`config.mk`:
```
export PLATFORM = sky130hd
export DESIGN_NAME = mem_stage_lsu_flat
export DESIGN_NICKNAME = d
export VERILOG_FILES = /design/src/rtl/mem_stage_lsu_if.sv /design/src/rtl/mem_stage_lsu.sv /design/src/flat_wrapper.sv
export SDC_FILE = /design/constraint.sdc
export NUM_CORES = 1
export LEC_CHECK = 0
export CAP_MARGIN = 15
export CORE_ASPECT_RATIO = 0.8
export CORE_MARGIN = 3
export CORE_UTILIZATION = 47
export CTS_CLUSTER_SIZE = 10
export DETAILED_ROUTE_END_ITERATION = 7
export PLACE_DENSITY = 0.82
export REMOVE_ABC_BUFFERS = 1
export SLEW_MARGIN = 0
export SYNTH_ARGS = -nofsm -noshare
export SYNTH_HDL_FRONTEND = slang
export SYNTH_SLANG_ARGS = --single-unit
```
`constraint.sdc`:
```
create_clock -name clk -period 2.4 [get_ports clk]
set_input_delay 0.36 -clock clk [delete_from_list [all_inputs] [get_ports clk]]
set_output_delay 0.36 -clock clk [all_outputs]
set_load 0.05 [all_outputs]
```
`src/rtl/mem_stage_lsu_if.sv`:
```
// mem_stage_lsu_if: req/ready data-memory bus between the MEM-stage LSU and data memory.
interface mem_stage_lsu_if;
  logic        mem_req;
  logic        mem_we;
  logic [31:0] mem_addr;
  logic [31:0] mem_wdata;
  logic [3:0]  mem_wstrb;
  logic        mem_ready;
  logic [31:0] mem_rdata;
  modport master (output mem_req, mem_we, mem_addr, mem_wdata, mem_wstrb, input mem_ready, mem_rdata);
  modport slave (input mem_req, mem_we, mem_addr, mem_wdata, mem_wstrb, output mem_ready, mem_rdata);
endinterface

```
`src/rtl/mem_stage_lsu.sv`:
```
// mem_stage_lsu: RV32I MEM-stage load/store unit with req/ready memory handshake,
// load extension, store lane formatting, pipeline stall and access-error reporting.
module mem_stage_lsu #(
  parameter int unsigned TIMEOUT_CYC = 16
) (
  input  logic                   clk,
  input  logic                   rst_n,
  input  logic                   MemReadM,
  input  logic                   MemWriteM,
  input  logic [2:0]             Funct3M,
  input  logic [31:0]            ALUResultM,
  input  logic [31:0]            WriteDataM,
  output logic [31:0]            ReadData,
  output logic                   StallM,
  output logic                   ErrM,
  mem_stage_lsu_if.master        mem
);
  typedef enum logic [1:0] {IDLE, REQ, DONE} state_t;
  state_t      state_q, state_d;
  logic        req_q, req_d, we_q, we_d, err_q, err_d;
  logic [31:0] addr_q, addr_d, wdata_q, wdata_d, rd_q, rd_d, cnt_q, cnt_d;
  logic [3:0]  wstrb_q, wstrb_d;
  logic [1:0]  lane_q, lane_d;
  logic [2:0]  f3_q, f3_d;
  logic        access, bad, timeout;
  logic [1:0]  lane;
  logic [7:0]  rbyte;
  logic [15:0] rhalf;
  logic [31:0] load;
  assign lane    = ALUResultM[1:0];
  assign access  = MemReadM | MemWriteM;
  assign bad     = (MemReadM & MemWriteM) | (Funct3M[1:0] == 2'b11) | (Funct3M == 3'b110) |
                   (Funct3M[2] & MemWriteM) | (Funct3M[1:0] == 2'b01 & lane[0]) |
                   (Funct3M[1:0] == 2'b10 & lane != 2'b00);
  assign timeout = (TIMEOUT_CYC != 0) && (cnt_q == TIMEOUT_CYC - 1);
  // Funct3 bit2 selects zero-extension, bit1 word, bit0 halfword.
  assign rbyte   = mem.mem_rdata[{lane_q, 3'b000} +: 8];
  assign rhalf   = mem.mem_rdata[{lane_q[1], 4'b0000} +: 16];
  assign load    = f3_q[1] ? mem.mem_rdata :
                   f3_q[0] ? {{16{~f3_q[2] & rhalf[15]}}, rhalf} :
                             {{24{~f3_q[2] & rbyte[7]}}, rbyte};
  assign StallM   = (state_q == REQ) || (state_q == IDLE && access && !bad);
  assign ErrM     = (state_q == IDLE) ? access & bad : (state_q == DONE) && err_q;
  assign ReadData = (state_q == DONE) ? rd_q : '0;
  assign mem.mem_req   = req_q;
  assign mem.mem_we    = we_q;
  assign mem.mem_addr  = addr_q;
  assign mem.mem_wdata = wdata_q;
  assign mem.mem_wstrb = wstrb_q;
  always_comb begin
    state_d = state_q;
    req_d   = req_q;
    we_d    = we_q;
    addr_d  = addr_q;
    wdata_d = wdata_q;
    wstrb_d = wstrb_q;
    lane_d  = lane_q;
    f3_d    = f3_q;
    rd_d    = rd_q;
    err_d   = err_q;
    cnt_d   = cnt_q;
    case (state_q)
      IDLE: begin
        err_d = 1'b0;
        rd_d  = '0;
        cnt_d = '0;
        if (access && !bad) begin
          req_d   = 1'b1;
          we_d    = MemWriteM;
          addr_d  = {ALUResultM[31:2], 2'b00};
          wdata_d = Funct3M[1] ? WriteDataM : Funct3M[0] ? {2{WriteDataM[15:0]}} : {4{WriteDataM[7:0]}};
          wstrb_d = !MemWriteM ? 4'b0000 : Funct3M[1] ? 4'b1111 : (Funct3M[0] ? 4'b0011 : 4'b0001) << lane;
          lane_d  = lane;
          f3_d    = Funct3M;
          state_d = REQ;
        end
      end
      REQ: begin
        if (mem.mem_ready) begin
          req_d   = 1'b0;
          rd_d    = we_q ? '0 : load;
          state_d = DONE;
        end else if (timeout) begin
          req_d   = 1'b0;
          err_d   = 1'b1;
          rd_d    = '0;
          state_d = DONE;
        end else begin
          cnt_d = cnt_q + 1;
        end
      end
      default: begin
        err_d   = 1'b0;
        state_d = IDLE;
      end
    endcase
  end
  always_ff @(posedge clk) begin
    if (!rst_n) begin
      state_q <= IDLE;
      req_q   <= 1'b0;
      we_q    <= 1'b0;
      addr_q  <= '0;
      wdata_q <= '0;
      wstrb_q <= '0;
      lane_q  <= '0;
      f3_q    <= '0;
      rd_q    <= '0;
      err_q   <= 1'b0;
      cnt_q   <= '0;
    end else begin
      state_q <= state_d;
      req_q   <= req_d;
      we_q    <= we_d;
      addr_q  <= addr_d;
      wdata_q <= wdata_d;
      wstrb_q <= wstrb_d;
      lane_q  <= lane_d;
      f3_q    <= f3_d;
      rd_q    <= rd_d;
      err_q   <= err_d;
      cnt_q   <= cnt_d;
    end
  end
endmodule

```
`src/flat_wrapper.sv`:
```
// flat-port wrapper written by rule: the top's interface ports become plain ports
module mem_stage_lsu_flat 
#(
  parameter int unsigned TIMEOUT_CYC = 16
)
  (clk, rst_n, MemReadM, MemWriteM, Funct3M, ALUResultM, WriteDataM, ReadData, StallM, ErrM, mem_mem_req, mem_mem_we, mem_mem_addr, mem_mem_wdata, mem_mem_wstrb, mem_mem_ready, mem_mem_rdata);
  mem_stage_lsu_if mem_i ();
  input  logic clk;
  input  logic rst_n;
  input  logic MemReadM;
  input  logic MemWriteM;
  input  logic [2:0] Funct3M;
  input  logic [31:0] ALUResultM;
  input  logic [31:0] WriteDataM;
  output logic [31:0] ReadData;
  output logic StallM;
  output logic ErrM;
  output wire logic [$bits(mem_i.mem_req)-1:0] mem_mem_req;
  output wire logic [$bits(mem_i.mem_we)-1:0] mem_mem_we;
  output wire logic [$bits(mem_i.mem_addr)-1:0] mem_mem_addr;
  output wire logic [$bits(mem_i.mem_wdata)-1:0] mem_mem_wdata;
  output wire logic [$bits(mem_i.mem_wstrb)-1:0] mem_mem_wstrb;
  input wire logic [$bits(mem_i.mem_ready)-1:0] mem_mem_ready;
  input wire logic [$bits(mem_i.mem_rdata)-1:0] mem_mem_rdata;
  assign mem_mem_req = mem_i.mem_req;
  assign mem_mem_we = mem_i.mem_we;
  assign mem_mem_addr = mem_i.mem_addr;
  assign mem_mem_wdata = mem_i.mem_wdata;
  assign mem_mem_wstrb = mem_i.mem_wstrb;
  assign mem_i.mem_ready = mem_mem_ready;
  assign mem_i.mem_rdata = mem_mem_rdata;
  mem_stage_lsu #(.TIMEOUT_CYC(TIMEOUT_CYC)) u_core (.clk(clk), .rst_n(rst_n), .MemReadM(MemReadM), .MemWriteM(MemWriteM), .Funct3M(Funct3M), .ALUResultM(ALUResultM), .WriteDataM(WriteDataM), .ReadData(ReadData), .StallM(StallM), .ErrM(ErrM), .mem(mem_i));
endmodule
```
After elaboration in Yosys (flattened, before gate mapping)
Index checks and enable logic that the tools add are counted.
{"block": "op_classes", "addsub": 1, "n_eq_ne": 11, "n_shift": 3, "n_mux": 24, "n_bitwise": 15, "n_reduce_logical": 16}
{"cell": "32-bit two-way mux", "count": 10}
{"cell": "32-bit one-hot mux with 2 select lines", "count": 2}
{"cell": "32-bit by 1-bit adder with 32-bit output, second input constant", "count": 1}
{"cell": "32-bit by 4-bit equality test with 1-bit output, second input constant", "count": 1}
{"cell": "32-bit by 6-bit indexed part select with 16-bit output", "count": 1}
{"cell": "32-bit by 6-bit indexed part select with 8-bit output", "count": 1}
{"cell": "2-bit AND reduction", "count": 5}
{"cell": "2-bit two-way mux", "count": 4}
{"cell": "4-bit two-way mux", "count": 2}
{"cell": "1-bit AND", "count": 7}
{"cell": "2-bit equality test, second input constant", "count": 3}
{"cell": "2-bit inequality test, second input constant", "count": 3}
{"cell": "1-bit bitwise OR", "count": 6}
{"cell": "3-bit AND reduction", "count": 2}
{"cell": "2-bit by 1-bit equality test with 1-bit output, second input constant", "count": 2}
{"cell": "1-bit logical AND", "count": 4}
{"cell": "1-bit two-way mux", "count": 4}
{"cell": "2-bit one-hot mux with 2 select lines", "count": 1}
{"cell": "2-bit nonzero test", "count": 2}
{"cell": "4-bit by 2-bit left shift with 4-bit output", "count": 1}
{"cell": "3-bit equality test, second input constant", "count": 1}
{"cell": "3-bit by 2-bit inequality test with 1-bit output, second input constant", "count": 1}
{"cell": "2-bit zero test", "count": 1}
{"cell": "1-bit NOT", "count": 2}
{"cell": "3 further kinds", "count": 3}
{"block": "word_totals", "ff_bits": 140, "elab_cells": 81}

Depth between registers and ports, before layout
Gate-level depths: netlist (run 1).
{"block": "logic_depth", "word_depth": 10, "ltp_mapped": 8}

Least setup slack after synthesis (run 1)
Ideal clock, no wire load.
{"block": "synth_path", "kind": "input to output", "start": "input ALUResultM[0]", "end": "output StallM", "arrival_time_ps": 1736, "required_ps": 2040, "setup_slack_ps": 304, "path_stages": 4, "path_buffers": 0, "cell_sequence": "nor2_1 a21oi_1 or2_2 a21oi_1"}
{"block": "synth_between", "elab_chain_cells": 6}
{"element": "start, declared", "line": "flat_wrapper.sv:13", "source": "input logic [31:0] ALUResultM;"}
{"element": "1-bit AND or 2-bit nonzero test (tied branches)", "line": "mem_stage_lsu.sv:33, mem_stage_lsu.sv:34"}
{"element": "1-bit bitwise OR or 1-bit AND (tied branches)", "line": "mem_stage_lsu.sv:33, mem_stage_lsu.sv:34"}
{"element": "1-bit bitwise OR *", "line": "mem_stage_lsu.sv:33", "source": "(Funct3M[2] & MemWriteM) | (Funct3M[1:0] == 2'b01 & lane[0]) |"}
{"element": "1-bit zero test *", "line": "mem_stage_lsu.sv:42", "source": "assign StallM = (state_q == REQ) || (state_q == IDLE && access && !bad);"}
{"element": "1-bit logical AND *", "line": "mem_stage_lsu.sv:42"}
{"element": "1-bit logical OR *", "line": "mem_stage_lsu.sv:42"}
{"element": "end, declared", "line": "flat_wrapper.sv:16", "source": "output logic StallM;"}
Every way passes the cells marked *; elsewhere a longest branch is shown, timed or not.

Worst setup path in the final report (run 1)
Same ends and word-level chain as after synthesis.

==> qor.tcl, run 1 <==
set qor(status) {completed}
set qor(timing.critical_path.arrival_ps) 2020
set qor(worst_setup_path_start_kind) {input port}
set qor(detailedPlacementHpwl_um) 13970
set qor(setup_repair_after_global_routing_missed_its_margin) {true}
set qor(detail_route.drc_violations) 0
set qor(synth_warnings) 0
set qor(max_stage_delay_ps) 490
set qor(clk_transition_reported_paths_ps) 60
set qor(fmax_ghz) 0.4200
set qor(timing_max_transition_violations_final) 0
set qor(vias_per_cell) 5.452
set qor(cap_viol_max_count) 0
set qor(final_setup_slack_of_the_worst_path_ps) 19.27
set qor(seq_power_share_pct) 39.5
set qor(final_net_count) 1119
set qor(netlist_top_cells_area) {sky130_fd_sc_hd__dfxtp_1 42%, sky130_fd_sc_hd__nand2_1 9.3%, sky130_fd_sc_hd__a21boi_0 6.9%}
set qor(floorplan.die.width_um) 138.7
set qor(cts_tree) {yes}
set qor(grt_start_max_net_pins) 67
set qor(groute.usage.overall_pct) 25.05
set qor(place.gp.congestion) 0.8433
set qor(worst_r2r_path_depth) 6
set qor(slew_headroom_pct) 60.54
set qor(grt_pass1_wl_um) 32340
set qor(final_antenna_net_count) 0
set qor(clock_sink_count) 140
set qor(port_buffers) 205
set qor(final-instance-count-excl-fill) 1207
set qor(p_int_uw) 4498
set qor(fin_util_pct) 73.21
set qor(crit_type) {in2out}
set qor(p_per_area_nw_per_um2) 618.2
set qor(clkLatencyLatePin_ps) 420
set qor(grt-ovfl-total) 0
set qor(cts-htree-levels) 4
set qor(core-area_um2) 13650
set qor(finalHoldViolCount) 0
set qor(path_max_fanout) 3
set qor(worst_hold_slack_ps) 265.6
set qor(fraction_of_synthesized_cell_area_taken_by_the_top_area_cell_type_pct) 42.36
set qor(mappedNetlistArea_um2) 6616
set qor(share_clk_of_total_power_pct) 44.7
set qor(antenna_violations_before_repair) 0
set qor(clk_root_buffer_cell) {sky130_fd_sc_hd__clkbuf_16}
set qor(dieHeight_um) 112.1
set qor(crit_top_cell) {sky130_fd_sc_hd__a21oi_2}
set qor(synth_top_cell_by_area) {sky130_fd_sc_hd__dfxtp_1}
set qor(hold_depth) 3
set qor(synth.ff_latch_count) 140
set qor(start_util_pct) 48.49
set qor(cp-endpoint) {StallM}
set qor(most_common_cell_after_layout_fill_and_taps_aside) {sky130_fd_sc_hd__clkdlybuf4s50_1}
set qor(layout_area_overhead_pct) 50.98
set qor(place_ws_ps) -77.65
set qor(finClkSkew_ps) 6.755
set qor(ys.flop_type) {sky130_fd_sc_hd__dfxtp_1}
set qor(detail_route.first_pass.iterations) 6
set qor(insertedDiodeCount) 0
set qor(critical_path_rt_ps) 2040
set qor(die-area_um2) 15550
set qor(setup_violations) 0
set qor(combinationalPowerShare_pct) 15.8
set qor(grt_pass1_vias) 6262
set qor(cp_cell_sequence) {clkdlybuf4s50_1 -> nor2_2 -> a21oi_2 -> buf_4 -> or2_2 -> a21oi_2 -> buf_12}
set qor(hold_path.class) {in2reg}
set qor(cp-startpoint) {ALUResultM[0]}
set qor(placed_cells) 1174
set qor(detail_route.wl_per_cell_um) 16.52
set qor(switching_share_pct) 27.16
set qor(max_slew.worst_pin.slew_ps) 590.0
set qor(synthesis.area_per_instance_um2) 8.168
set qor(num_vias) 6581
set qor(cellLeakagePower_uw) 0.003861
set qor(most-common-layout-cells) {169 x sky130_fd_sc_hd__clkdlybuf4s50_1, 164 x sky130_fd_sc_hd__nand2_1, 140 x sky130_fd_sc_hd__dfxtp_1}
set qor(final_period_util_pct) 99.20
set qor(regToRegEndpoint) {u_core.rd_q[11]}
set qor(num_io_pins) 208
set qor(fill_cells) 1008
set qor(layout_cell_share_with_drive_strength_beyond_1_pct) 12.85
set qor(r2r_startpoint) {u_core.cnt_q[26]}
set qor(ys_async_sr_fraction_pct) 0
set qor(yosysSeqAreaShare_pct) 42.36
set qor(cts_hold_buffers) 0
set qor(number_of_enable_type_register_cells_in_the_synthesized_netlist) 0
set qor(post_detailed_routing_wire_length_um) 19940
set qor(synthesis.instances) 810
set qor(vdd.ir_drop.worst_v) 0.0005262
set qor(timing.critical_path.to_type) {output port}
set qor(numCtsBuffers) 17
set qor(timing.final.crit_period_ps) 2381
set qor(cts_max_path_buffers) 2
set qor(drtIter0Drc) 500
set qor(netlist-cell-type-count) 54
set qor(power.net_switching_uw) 1677
set qor(regToRegSetupSlack_ps) 60
set qor(slowest_stage) {sky130_fd_sc_hd__clkdlybuf4s50_1}
set qor(placement_rows) 38
layout make-up:
type,instances,area (um^2),share of cell area (%)
clock buffers,18,439.2,4.396
clock inverters,14,182.7,1.829
inverters,21,78.83,0.7891
multi-input cells,586,3511,35.15
flip-flops and latches,140,2803,28.06
well taps,180,225.2,2.255
repair buffers,248,2750,27.53
per-stage QoR:
| stage | setup TNS (ps) | power, uW | instance area [um^2] |
|---|---|---|---|
| finish | 0 | 6175 | 9990 |
| global route | -93.73 | 6390 | 9990 |
| CTS | 0 | 6193 | 9953 |
| detailed placement | -1564 | 3447 | 9324 |
| global placement | -77.02 | 3433 | 9324 |
| floorplan | -50380 | 2958 | 6350 |
layer usage:
layer | share of wire, % | routed length [um] | global-route usage (%) | vias to the layer above
met5 | 0 | 0 | 0 | -
met4 | 2.5 | 492 | 8.018 | 0
met3 | 6.2 | 1243 | 6.474 | 42
met2 | 47 | 9377 | 40.70 | 199
met1 | 44 | 8826 | 32.95 | 3108
li1 | - | - | - | 3232
flip-flops by register name (all words and copies together), names as in the netlist:
| signal | cells |
|---|---|
| u_core.cnt_q | 32 |
| u_core.mem.mem_we | 1 |
| u_core.mem.mem_wdata | 32 |
| u_core.rd_q | 32 |
| u_core.f3_q | 3 |
| u_core.lane_q | 2 |
| u_core.state_q | 2 |
| u_core.err_q | 1 |
| u_core.mem.mem_wstrb | 4 |
| u_core.mem.mem_addr | 30 |
| u_core.mem.mem_req | 1 |
what timing repair did:
| action | CTS | global route |
|---|---|---|
| cloned | 0 | 0 |
| pin swaps | 0 | 1 |
| gates resized for setup | 2 | 7 |
| endpoints found under the setup margin | 2 | 18 |
| setup buffers | 0 | 1 |
power by group through the flow:
| stage | sequential (uW) | combinational, uW | clock (uW) |
|---|---|---|---|
| finish | 2440 | 974 | 2760 |
| CTS | 2440 | 967 | 2790 |
| floorplan | 2690 | 270 | 0 |
| detailed placement | 2490 | 958 | 0 |
| global route | 2450 | 1040 | 2900 |
| global placement | 2490 | 947 | 0 |
logic make-up (layout without fill, tap and decap cells):
| family | Yosys count | count (layout) | synth area share, % |
|---|---|---|---|
| AND/OR/NAND/NOR | 339 | 339 | 23.68 |
| AO/OA/AOI/OAI | 203 | 203 | 22.64 |
| flip-flops | 140 | 140 | 42.36 |
| buffers and inverters | 85 | 301 | 5.276 |
| XOR/XNOR | 21 | 21 | 2.780 |
| multiplexers | 20 | 20 | 3.026 |
| adder cells (fa/ha/maj) | 1 | 1 | 0.1891 |
| other | 1 | 2 | 0.05668 |
cells in the mapped netlist, types with 3 or more instances:
library cell	number
sky130_fd_sc_hd__o21ai_0	13
sky130_fd_sc_hd__a311oi_1	7
sky130_fd_sc_hd__or3_1	7
sky130_fd_sc_hd__a21boi_0	61
sky130_fd_sc_hd__xnor2_1	15
sky130_fd_sc_hd__o211ai_1	7
sky130_fd_sc_hd__and2_1	3
sky130_fd_sc_hd__nor2b_1	26
sky130_fd_sc_hd__a31o_2	3
sky130_fd_sc_hd__xor2_1	6
sky130_fd_sc_hd__or2_2	3
sky130_fd_sc_hd__inv_1	21
sky130_fd_sc_hd__nor2_1	57
sky130_fd_sc_hd__dfxtp_1	140
sky130_fd_sc_hd__mux2i_1	20
sky130_fd_sc_hd__nor3_1	5
sky130_fd_sc_hd__and3_1	37
sky130_fd_sc_hd__nand3_1	11
sky130_fd_sc_hd__nor4_1	9
sky130_fd_sc_hd__a21oi_1	42
sky130_fd_sc_hd__a221o_1	6
sky130_fd_sc_hd__nand2_1	164
sky130_fd_sc_hd__o2bb2ai_1	22
sky130_fd_sc_hd__clkbuf_1	48
sky130_fd_sc_hd__buf_2	12
sky130_fd_sc_hd__and4_1	3
sky130_fd_sc_hd__a211oi_1	14
sky130_fd_sc_hd__o211a_1	11
sky130_fd_sc_hd__nand4_1	6
critical path, delay by kind of cell:
kind | cells | cell delay (ps)
buffers and inverters | 3 | 800
and+or+nand+nor | 2 | 510
AOI/OAI and AO/OA | 2 | 340
how the worst min path moves through the flow:
stage,end,from
after floorplan,u_core.rd_q[0],u_core.rd_q[0]
after global placement,u_core.rd_q[16],u_core.rd_q[16]
after detailed placement,u_core.rd_q[16],u_core.rd_q[16]
after CTS,u_core.rd_q[6],rst_n
after global routing,u_core.rd_q[6],rst_n
final,u_core.rd_q[6],rst_n
No activity file was read; power rests on OpenSTA's default activity.
==> inputs of run 2 (changes only) <==
GPL_TIMING_DRIVEN = 0   (was not set)
SETUP_SLACK_MARGIN = 0.05   (was not set)
==> qor.tcl, run 2 (synthesis gave the netlist of run 1 again) <==
set qor(status) {completed}
set qor(num_vias) 6471 ;# -1.7%
set qor(max_slew.worst_pin.slew_ps) 857.3 ;# +267.2 ps
set qor(detail_route.drc_violations) 0 ;# unchanged
set qor(cts_hold_buffers) 0 ;# unchanged
set qor(finalHoldViolCount) 0 ;# unchanged
set qor(setup_repair_after_global_routing_missed_its_margin) {true}
set qor(worst_hold_slack_ps) 294.4 ;# +28.71 ps
set qor(path_max_fanout) 21 ;# +18
set qor(cts_tree) {yes}
set qor(worst_r2r_path_depth) 8 ;# +2
set qor(post_detailed_routing_wire_length_um) 19900 ;# -0.18%
set qor(slew_headroom_pct) 42.77 ;# -18 points
set qor(final_antenna_net_count) 0 ;# unchanged
set qor(layout_area_overhead_pct) 44.82
set qor(slowest_stage) {sky130_fd_sc_hd__buf_2}
set qor(cp-endpoint) {ErrM}
set qor(antenna_violations_before_repair) 1 ;# +1
set qor(fmax_ghz) 0.4208 ;# +0.17%
set qor(placement_rows) 38 ;# unchanged
set qor(vdd.ir_drop.worst_v) 0.0004760 ;# -9.5%
set qor(num_io_pins) 208 ;# unchanged
set qor(final_setup_slack_of_the_worst_path_ps) 23.37 ;# +4.099 ps
set qor(worst_setup_path_start_kind) {input port}
set qor(cp_cell_sequence) {buf_2 -> a21oi_1 -> a21oi_2 -> nor2_1 -> nor4_2 -> a21oi_1 -> nor2_1 -> buf_6}
set qor(place.gp.congestion) 0.8424 ;# -0.11%
set qor(p_per_area_nw_per_um2) 667.3 ;# +7.9%
set qor(cap_viol_max_count) 0 ;# unchanged
set qor(cellLeakagePower_uw) 0.003797 ;# -1.6%
set qor(final_net_count) 1093 ;# -2.3%
set qor(hold_path.class) {in2reg}
set qor(worstPathBufferInverterCount) 2 ;# -1
set qor(clk_transition_reported_paths_ps) 60 ;# about the same
set qor(combinationalPowerShare_pct) 14.9 ;# -0.9 points
set qor(clkLatencyLatePin_ps) 420 ;# about the same
set qor(most-common-layout-cells) {164 x sky130_fd_sc_hd__clkdlybuf4s50_1, 162 x sky130_fd_sc_hd__nand2_1, 136 x sky130_fd_sc_hd__dfxtp_1}
set qor(floorplan.die.width_um) 138.7 ;# unchanged
set qor(crit_type) {in2out}
set qor(cts-htree-levels) 4 ;# unchanged
set qor(core-area_um2) 13650 ;# unchanged
set qor(switching_share_pct) 25.69 ;# -1.5 points
set qor(p_int_uw) 4751 ;# +5.6%
set qor(timing.critical_path.arrival_ps) 2020 ;# about the same
set qor(detailedPlacementHpwl_um) 12660 ;# -9.4%
set qor(regToRegSetupSlack_ps) 100 ;# +40 ps
set qor(grt-ovfl-total) 0 ;# unchanged
set qor(port_buffers) 205 ;# unchanged
set qor(place_ws_ps) -1257 ;# -1179 ps
set qor(timing.final.crit_period_ps) 2377 ;# -4.099 ps
set qor(cp-startpoint) {Funct3M[0]}
set qor(grt_pass1_wl_um) 31130 ;# -3.7%
set qor(seq_power_share_pct) 38.3 ;# -1.2 points
set qor(grt_pass1_vias) 5992 ;# -4.3%
set qor(timing_max_transition_violations_final) 0 ;# unchanged
set qor(clock_sink_count) 140 ;# unchanged
set qor(layout_cell_share_with_drive_strength_beyond_1_pct) 8.492 ;# -4.4 points
set qor(detail_route.wl_per_cell_um) 16.84 ;# +1.9%
set qor(start_util_pct) 48.49 ;# unchanged
set qor(dieHeight_um) 112.1 ;# unchanged
set qor(critical_path_rt_ps) 2040 ;# about the same
set qor(critical_path.top_delay_family) {simple AND/OR/NAND/NOR gates}
set qor(die-area_um2) 15550 ;# unchanged
set qor(cts_max_path_buffers) 2 ;# unchanged
set qor(regToRegEndpoint) {u_core.rd_q[12]}
set qor(final_period_util_pct) 99.03 ;# -0.17 points
set qor(groute.usage.overall_pct) 23.97 ;# -1.1 points
set qor(vias_per_cell) 5.475 ;# +0.41%
set qor(detail_route.first_pass.iterations) 5 ;# -1
set qor(most_common_cell_after_layout_fill_and_taps_aside) {sky130_fd_sc_hd__clkdlybuf4s50_1}
set qor(setup_violations) 0 ;# unchanged
set qor(timing.critical_path.to_type) {output port}
set qor(share_clk_of_total_power_pct) 46.8 ;# +2.1 points
set qor(cp_num_cells) 8 ;# +1
set qor(finClkSkew_ps) 12.72 ;# +5.963 ps
set qor(r2r_startpoint) {u_core.cnt_q[0]}
set qor(power.net_switching_uw) 1642 ;# -2.1%
set qor(grt_start_max_net_pins) 54 ;# -19%
set qor(numCtsBuffers) 17 ;# unchanged
set qor(clk_root_buffer_cell) {sky130_fd_sc_hd__clkbuf_16}
set qor(drtIter0Drc) 483 ;# -3.4%
set qor(max_stage_delay_ps) 360 ;# -130 ps
[run 2: cell types whose count changed in the layout (fill, tap and decap cells not counted), sizes merged]
| cell | delta |
|---|---|
| diode | +1 |
| dlymetal6s2s | +2 |
| or3 | +1 |
| bufinv | +3 |
| clkdlybuf4s50 | -5 |
| clkinv | +2 |
| inv | -5 |
| clkinvlp | +1 |
| buf | -59 |
| nor2 | +1 |
| dlygate4sd2 | +33 |
[run 2: cell type report]
class | count | area, um^2
inverter | 21 | 82.58
timing repair buffer | 219 | 2203
tap | 180 | 225.2
fill | 1073 | 4064
clock inverter | 14 | 241.5
timing repair inverter | 1 | 7.507
clock buffer | 18 | 429.2
sequential | 140 | 2810
multi-input combinational | 588 | 3580
antenna | 1 | 2.502
[run 2: worst min-delay path by stage]
| stage | from | endpoint | slack (ps) | cells after the start |
|---|---|---|---|---|
| global route | Funct3M[2] | u_core.f3_q[2] | 320 | 3 |
| detailed placement | u_core.rd_q[23] | u_core.rd_q[23] | 440 | 1 |
| finish | Funct3M[2] | u_core.f3_q[2] | 290 | 3 |
| CTS | Funct3M[1] | u_core.f3_q[1] | 410 | 3 |
| floorplan | u_core.rd_q[0] | u_core.rd_q[0] | 420 | 1 |
| global placement | u_core.rd_q[26] | u_core.rd_q[26] | 440 | 1 |
[run 2: tightest hold or removal path, cell delays in order]
cell                             delay, ps
sky130_fd_sc_hd__dlymetal6s2s_1        160
sky130_fd_sc_hd__nand2_1                70
sky130_fd_sc_hd__a21boi_0               60
[run 2: layer usage]
| metal | global-route usage (%) | vias to the layer above | wire [um] |
|---|---|---|---|
| li1 | - | 3189 | - |
| met1 | 32.14 | 3048 | 8943 |
| met2 | 39.60 | 210 | 9578 |
| met3 | 5.153 | 24 | 1064 |
| met4 | 6.454 | 0 | 316 |
| met5 | 0 | - | 0 |
[run 2: power groups by stage]
stage	combinational (uW)	sequential (uW)	clock, uW
2_1_floorplan	270	2690	0
3_3_place_gp	887	2490	0
3_5_place_dp	902	2500	0
4_1_cts	918	2450	3040
5_1_grt	1010	2460	3130
6_report	952	2450	2990
[run 2: repair_timing]
item | CTS | global route
resized for setup | 65 | 18
setup buffers | 4 | 5
gates cloned | 1 | 2
endpoints found under the setup margin | 167 | 92
pin swaps | 0 | 2
[run 2: per-stage QoR]
| step | instances | cell area, um^2 | utilization (%) | total power [uW] | TNS (ps) |
|---|---|---|---|---|---|
| detailed placement | 1137 | 8728 | 63.96 | 3399 | -85470 |
| finish | 1182 | 9582 | 70.22 | 6394 | 0 |
| global route | 1182 | 9582 | 70.22 | 6602 | -70.61 |
| floorplan | 747 | 6350 | - | 2958 | -50380 |
| global placement | 1132 | 8627 | 63.22 | 3380 | -345380 |
| CTS | 1174 | 9445 | 69.22 | 6401 | -28.36 |
==> inputs of run 3 (changes only) <==
CAP_MARGIN = not set   (was 15)
CORE_UTILIZATION = 51   (was 47)
PLACE_DENSITY = 0.88   (was 0.82)
clock period = 3.1 ns   (was 2.4 ns; I/O delays follow)
==> qor.tcl, run 3 (synthesis gave the netlist of run 1 again) <==
set qor(status) {completed}
set qor(insertedDiodeCount) 0 ;# -1
set qor(cts_hold_buffers) 0 ;# unchanged
set qor(final_setup_slack_of_the_worst_path_ps) 168.0 ;# +144.6 ps
set qor(port_buffers) 205 ;# unchanged
set qor(dieHeight_um) 107.9 ;# -3.8%
set qor(cts_max_path_buffers) 2 ;# unchanged
set qor(crit_type) {in2out}
set qor(vias_per_cell) 5.565 ;# +1.7%
set qor(clk_root_buffer_cell) {sky130_fd_sc_hd__clkbuf_16}
set qor(grt_pass1_vias) 5947 ;# -0.75%
set qor(setup_violations) 0 ;# unchanged
set qor(clkLatencyLatePin_ps) 420 ;# about the same
set qor(critical_path.top_delay_family) {buffers and inverters}
set qor(area.sequential_um2) 2805 ;# -0.18%
set qor(slowest_stage) {sky130_fd_sc_hd__clkdlybuf4s50_1}
set qor(cp_num_cells) 6 ;# -2
set qor(p_per_area_nw_per_um2) 491.4 ;# -26%
set qor(clk_transition_reported_paths_ps) 60 ;# about the same
set qor(clock_sink_count) 140 ;# unchanged
set qor(setup-tns-final_ps) 0 ;# unchanged
set qor(layout_cell_share_with_drive_strength_beyond_1_pct) 6.357 ;# -2.1 points
set qor(drtIter0Drc) 561 ;# +16%
set qor(timing_max_transition_violations_final) 0 ;# unchanged
set qor(timing.critical_path.arrival_ps) 2470 ;# +450 ps
set qor(num_io_pins) 208 ;# unchanged
set qor(max_slew.worst_pin.slew_ps) 1239 ;# +381.8 ps
set qor(grt_start_max_net_pins) 63 ;# +17%
set qor(final_antenna_net_count) 0 ;# unchanged
set qor(layout_area_overhead_pct) 41.53
set qor(hold_depth) 1 ;# -2
set qor(worstPathBufferInverterCount) 2 ;# unchanged
set qor(cts_tree) {yes}
set qor(placement_rows) 36 ;# -5.3%
set qor(fin_util_pct) 75.32 ;# +5.1 points
set qor(cap_viol_max_count) 0 ;# unchanged
set qor(num_vias) 6467 ;# -0.062%
set qor(path_max_fanout) 6 ;# -71%
set qor(place_ws_ps) -842.2 ;# +414.4 ps
set qor(finClkSkew_ps) 8.770 ;# -3.948 ps
set qor(hold_path.class) {reg2reg}
set qor(core-area_um2) 12430 ;# -8.9%
set qor(vdd.ir_drop.worst_v) 0.0004143 ;# -13%
set qor(floorplan.die.width_um) 133.3 ;# -3.8%
set qor(slew_headroom_pct) 17.23 ;# -26 points
set qor(critical_path_rt_ps) 2630 ;# +590 ps
set qor(start_util_pct) 53.22 ;# +4.7 points
set qor(fmax_ghz) 0.3411
set qor(finalHoldViolCount) 0 ;# unchanged
set qor(most-common-layout-cells) {197 x sky130_fd_sc_hd__clkdlybuf4s50_1, 162 x sky130_fd_sc_hd__nand2_1, 138 x sky130_fd_sc_hd__dfxtp_1}
set qor(detail_route.first_pass.iterations) 5 ;# unchanged
set qor(timing.critical_path.to_type) {output port}
set qor(detailedPlacementHpwl_um) 12860 ;# +1.6%
set qor(detail_route.drc_violations) 0 ;# unchanged
set qor(groute.usage.overall_pct) 25.59 ;# +1.6 points
set qor(final_period_util_pct) 94.58
set qor(worst_setup_path_start_kind) {input port}
set qor(final_net_count) 1084 ;# -0.82%
set qor(numCtsBuffers) 17 ;# unchanged
set qor(grt_pass1_wl_um) 30020 ;# -3.6%
set qor(max_stage_delay_ps) 510 ;# +150 ps
set qor(setup_repair_after_global_routing_missed_its_margin) {false}
set qor(post_detailed_routing_wire_length_um) 19110 ;# -4.0%
set qor(cellLeakagePower_uw) 0.003511 ;# -7.5%
set qor(die-area_um2) 14380 ;# -7.5%
set qor(worst_hold_slack_ps) 455.3 ;# +160.9 ps
set qor(power_uw) 4602 ;# -28%
set qor(grt-ovfl-total) 0 ;# unchanged
set qor(timing.final.crit_period_ps) 2932
set qor(detail_route.wl_per_cell_um) 16.44 ;# -2.4%
set qor(worst_r2r_path_depth) 6 ;# -2
set qor(multi_input_area_um2) 3490 ;# -2.5%
set qor(place.gp.congestion) 0.8332 ;# -1.1%
set qor(cp_cell_sequence) {clkdlybuf4s50_1 -> nor2_1 -> a21oi_2 -> or2_2 -> a21oi_1 -> clkdlybuf4s15_2}
set qor(most_common_cell_after_layout_fill_and_taps_aside) {sky130_fd_sc_hd__clkdlybuf4s50_1}
set qor(cts-htree-levels) 4 ;# unchanged
set qor(fill_cells) 893 ;# -17%
set qor(antenna_violations_before_repair) 0 ;# -1
## run 3: cell types whose count changed in the layout (fill, tap and decap cells not counted), moves of 3 or more
cell	before	now
sky130_fd_sc_hd__buf_4	8	1
sky130_fd_sc_hd__bufinv_16	6	2
sky130_fd_sc_hd__clkdlybuf4s15_2	0	3
sky130_fd_sc_hd__clkdlybuf4s50_1	164	197
sky130_fd_sc_hd__clkinvlp_4	3	6
sky130_fd_sc_hd__dlygate4sd2_1	33	3
sky130_fd_sc_hd__dlymetal6s2s_1	3	0
## run 3: per-layer routing
metal / vias to the layer above / GRT usage (%) / share of wire, % / wire (um)
met5: - / 0 / 0 / 0
met4: 0 / 8.297 / 2.4 / 468
met3: 38 / 7.103 / 8.0 / 1525
met2: 280 / 41.67 / 47 / 8955
met1: 2998 / 33.07 / 43 / 8156
li1: 3151 / - / - / -
## run 3: area by class of cell
class                           count  share of cell area (%)
Sequential cell                   140                   29.96
Inverter                           21                  0.8819
Timing Repair Buffer              212                   23.36
Timing Repair inverter              1                 0.08017
Clock buffer                       21                   4.917
Clock inverter                     10                   1.256
Multi-Input combinational cell    586                   37.27
Tap cell                          171                   2.285
## run 3: what timing repair did
item                                    4_1_cts  5_1_grt
resized for setup                            16        5
cloned                                        0        1
buffers inserted                              0        2
endpoints found under the setup margin       56       56
pin swaps                                     0        0
## run 3: path summary, 6_finish.rpt
| kind | end | startpoint | slack [ps] |
|---|---|---|---|
| setup / recovery | StallM | ALUResultM[0] | 170 |
| hold / removal | u_core.rd_q[0] | u_core.rd_q[0] | 460 |
| setup reg to reg | u_core.rd_q[4] | u_core.f3_q[0] | 460 |
| hold reg to reg | u_core.rd_q[0] | u_core.rd_q[0] | 460 |
## run 3: power by group
part / switching (uW) / internal, uW
logic: 415 / 298
registers: 41.3 / 1850
clock network: 771 / 1220
total: 1230 / 3370
## run 3: stage by stage
step                area (um^2)  instances
finish                     9364       1162
global route               9364       1162
CTS                        9318       1159
detailed placement         8730       1128
global placement           8616       1123
floorplan                  6350        747
==> variant (config.mk and constraints of run 1) <==
Re-encode `state_t` (3 states) as one-hot, 3 bits wide.
--- a/src/rtl/mem_stage_lsu.sv
+++ b/src/rtl/mem_stage_lsu.sv
@@ -17,3 +17,3 @@
 );
-  typedef enum logic [1:0] {IDLE, REQ, DONE} state_t;
+  typedef enum logic [2:0] {IDLE = 3'b001, REQ = 3'b010, DONE = 3'b100} state_t;
   state_t      state_q, state_d;
Function: no difference found for any inputs over 4 cycles, from zero or initial values and one cycle with rst_n low; so few cycles prove little.
==> variant against run 1 <==
Sequential cell count increased by 1; synthesized area rose by 4.8%; utilization is 1.7 points lower; design area rose by 2.6%; critical path type is now register to output port; total power up 4.2%; worst hold slack lost 16 ps; routed wire length is 4.5% higher; setup slack gained 71 ps.
==> variant: results (changes against run 1) <==
Crit path arrival time=1950 ps (-70 ps); VDD IR max=0.000484 V (-8.0%); DRT iter0 DRCs=530 (+6.0%); htree depth=4 (unchanged); DP HPWL=14600 um (+4.8%); Place WS=-52.9 ps (+24.7 ps); DRT Pass-1 Iters=5 (-1); DR vias=6824 (+3.7%); run status=finished, final reports clean; Die Wd=142 um (+2.3%); compound-cell area share of the yosys netlist=22.6% (-0.049 points); Leak=3.80 nW (-1.5%); CTS buffer count=17 (unchanged); Crit-path slowest cell=or3b_1; clock root buffer=clkbuf_16; wl on met1=8460 um (-4.1%); Layout Nets=1132 (+1.2%); Placer Congestion=0.852 (+1.0%); post-synthesis xor/xnor area fraction=0.253% (-2.5 points); adder-cell share of the synthesized area=0.180% (-0.0087 points); Routed WL=20800 um (+4.5%); met2 wire length=9930 um (+5.9%); Yosys cell types=62 (+15%); worst-path fanout max=21 (+18); first-pass GRT wire length=33600 um (+4.0%); mux cell area share after synthesis=4.80% (+1.8 points); Final Skew=6.33 ps (-0.420 ps); Inst Count DP=1192 (+1.5%); fill count=1108 (+9.9%); Antenna diodes=0 (unchanged); CP peak stage delay=390 ps (-100 ps); wire length on met3=2180 um (+75%); All-Layer GR Usage=25.8% (+0.79 points); Final Max Slew Viols=0 (unchanged); vias in the first global route=6606 (+5.5%); Slew HR=56.9% (-3.6 points); share of post-route cells with drive strength above 1=13.3% (+0.42 points); list of most frequent post-synthesis cells=nand2_1 (194), dfxtp_1 (141), a21boi_0 (62); post-synthesis sequential area ratio=40.7% (-1.7 points); Synth area leaders=dfxtp_1 (41%), nand2_1 (10%), a21boi_0 (6.7%), mux2i_1 (3.2%), o2bb2ai_1 (3.0%); synth warn=0 (unchanged); area of placed instances=9560 sq um (+2.5%); Synth Area per Inst=8.38 sq um (+2.5%); largest net degree at the start of global routing=72 (+7.5%); Wirelength per Cell=17.0 um (+3.1%)
[variant: cell count changes after synthesis, moves of 8 or more]
cell      change
a211oi_1      -9
a21o_1        +9
a21oi_1      -13
and2_1       +30
and3_1       -35
buf_2         +8
clkbuf_1     -20
inv_1        -13
mux2_2        +8
nand2_1      +30
nand2b_1     +14
nor2_1       -30
o21ai_0      +13
xnor2_1      -15
[variant: cell type report]
cell class | count | area (sq um) | area share [%]
Multi-Input combinational cell | 617 | 3810 | 37.2
Inverter | 8 | 30.0 | 0.293
Clock buffer | 22 | 494 | 4.82
Tap cell | 184 | 230 | 2.25
Sequential cell | 141 | 2820 | 27.5
Timing Repair Buffer | 242 | 2680 | 26.1
Clock inverter | 10 | 183 | 1.78
[variant: logic make-up after synthesis]
logic type                 Yosys count
DFF                                141
muxes                               31
and+or+nand+nor                    372
buffers and inverters               71
xor gates and xnor gates             2
adders and majority gates            1
AOI/OAI and AO/OA                  209
other                                1
[variant: per-layer routing]
metal / track usage [%] / vias up
li1: - / 3300
met1: 31.2 / 3231
met2: 43.0 / 272
met3: 10.2 / 21
met4: 7.10 / 0
met5: 0 / -
[variant: worst paths after layout]
check	from	endpoint	slack (ps)	cells past startpoint
max	u_core.state_q[0]	ErrM	90	4
min	rst_n	u_core.state_q[0]	250	2
max reg2reg	u_core.cnt_q[9]	u_core.rd_q[13]	250	6
min reg2reg	u_core.rd_q[29]	u_core.rd_q[29]	450	1
[variant: critical path, delay by kind of cell (launching register included)]
kind | cells | cell delay (ps)
DFF | 1 | 370
AOI/OAI and AO/OA | 1 | 350
and+or+nand+nor | 1 | 390
buffers and inverters | 2 | 420
[variant: where the power goes]
group	leakage [nW]	switching (mW)	internal, mW
clock network	0.324	1.01	1.98
registers	1.14	0.0468	2.41
logic	2.34	0.561	0.430
[variant: what timing repair did]
action,CTS,global route
pin swaps,0,0
buffers inserted,0,0
resized for setup,4,1
setup endpoints to repair,2,1
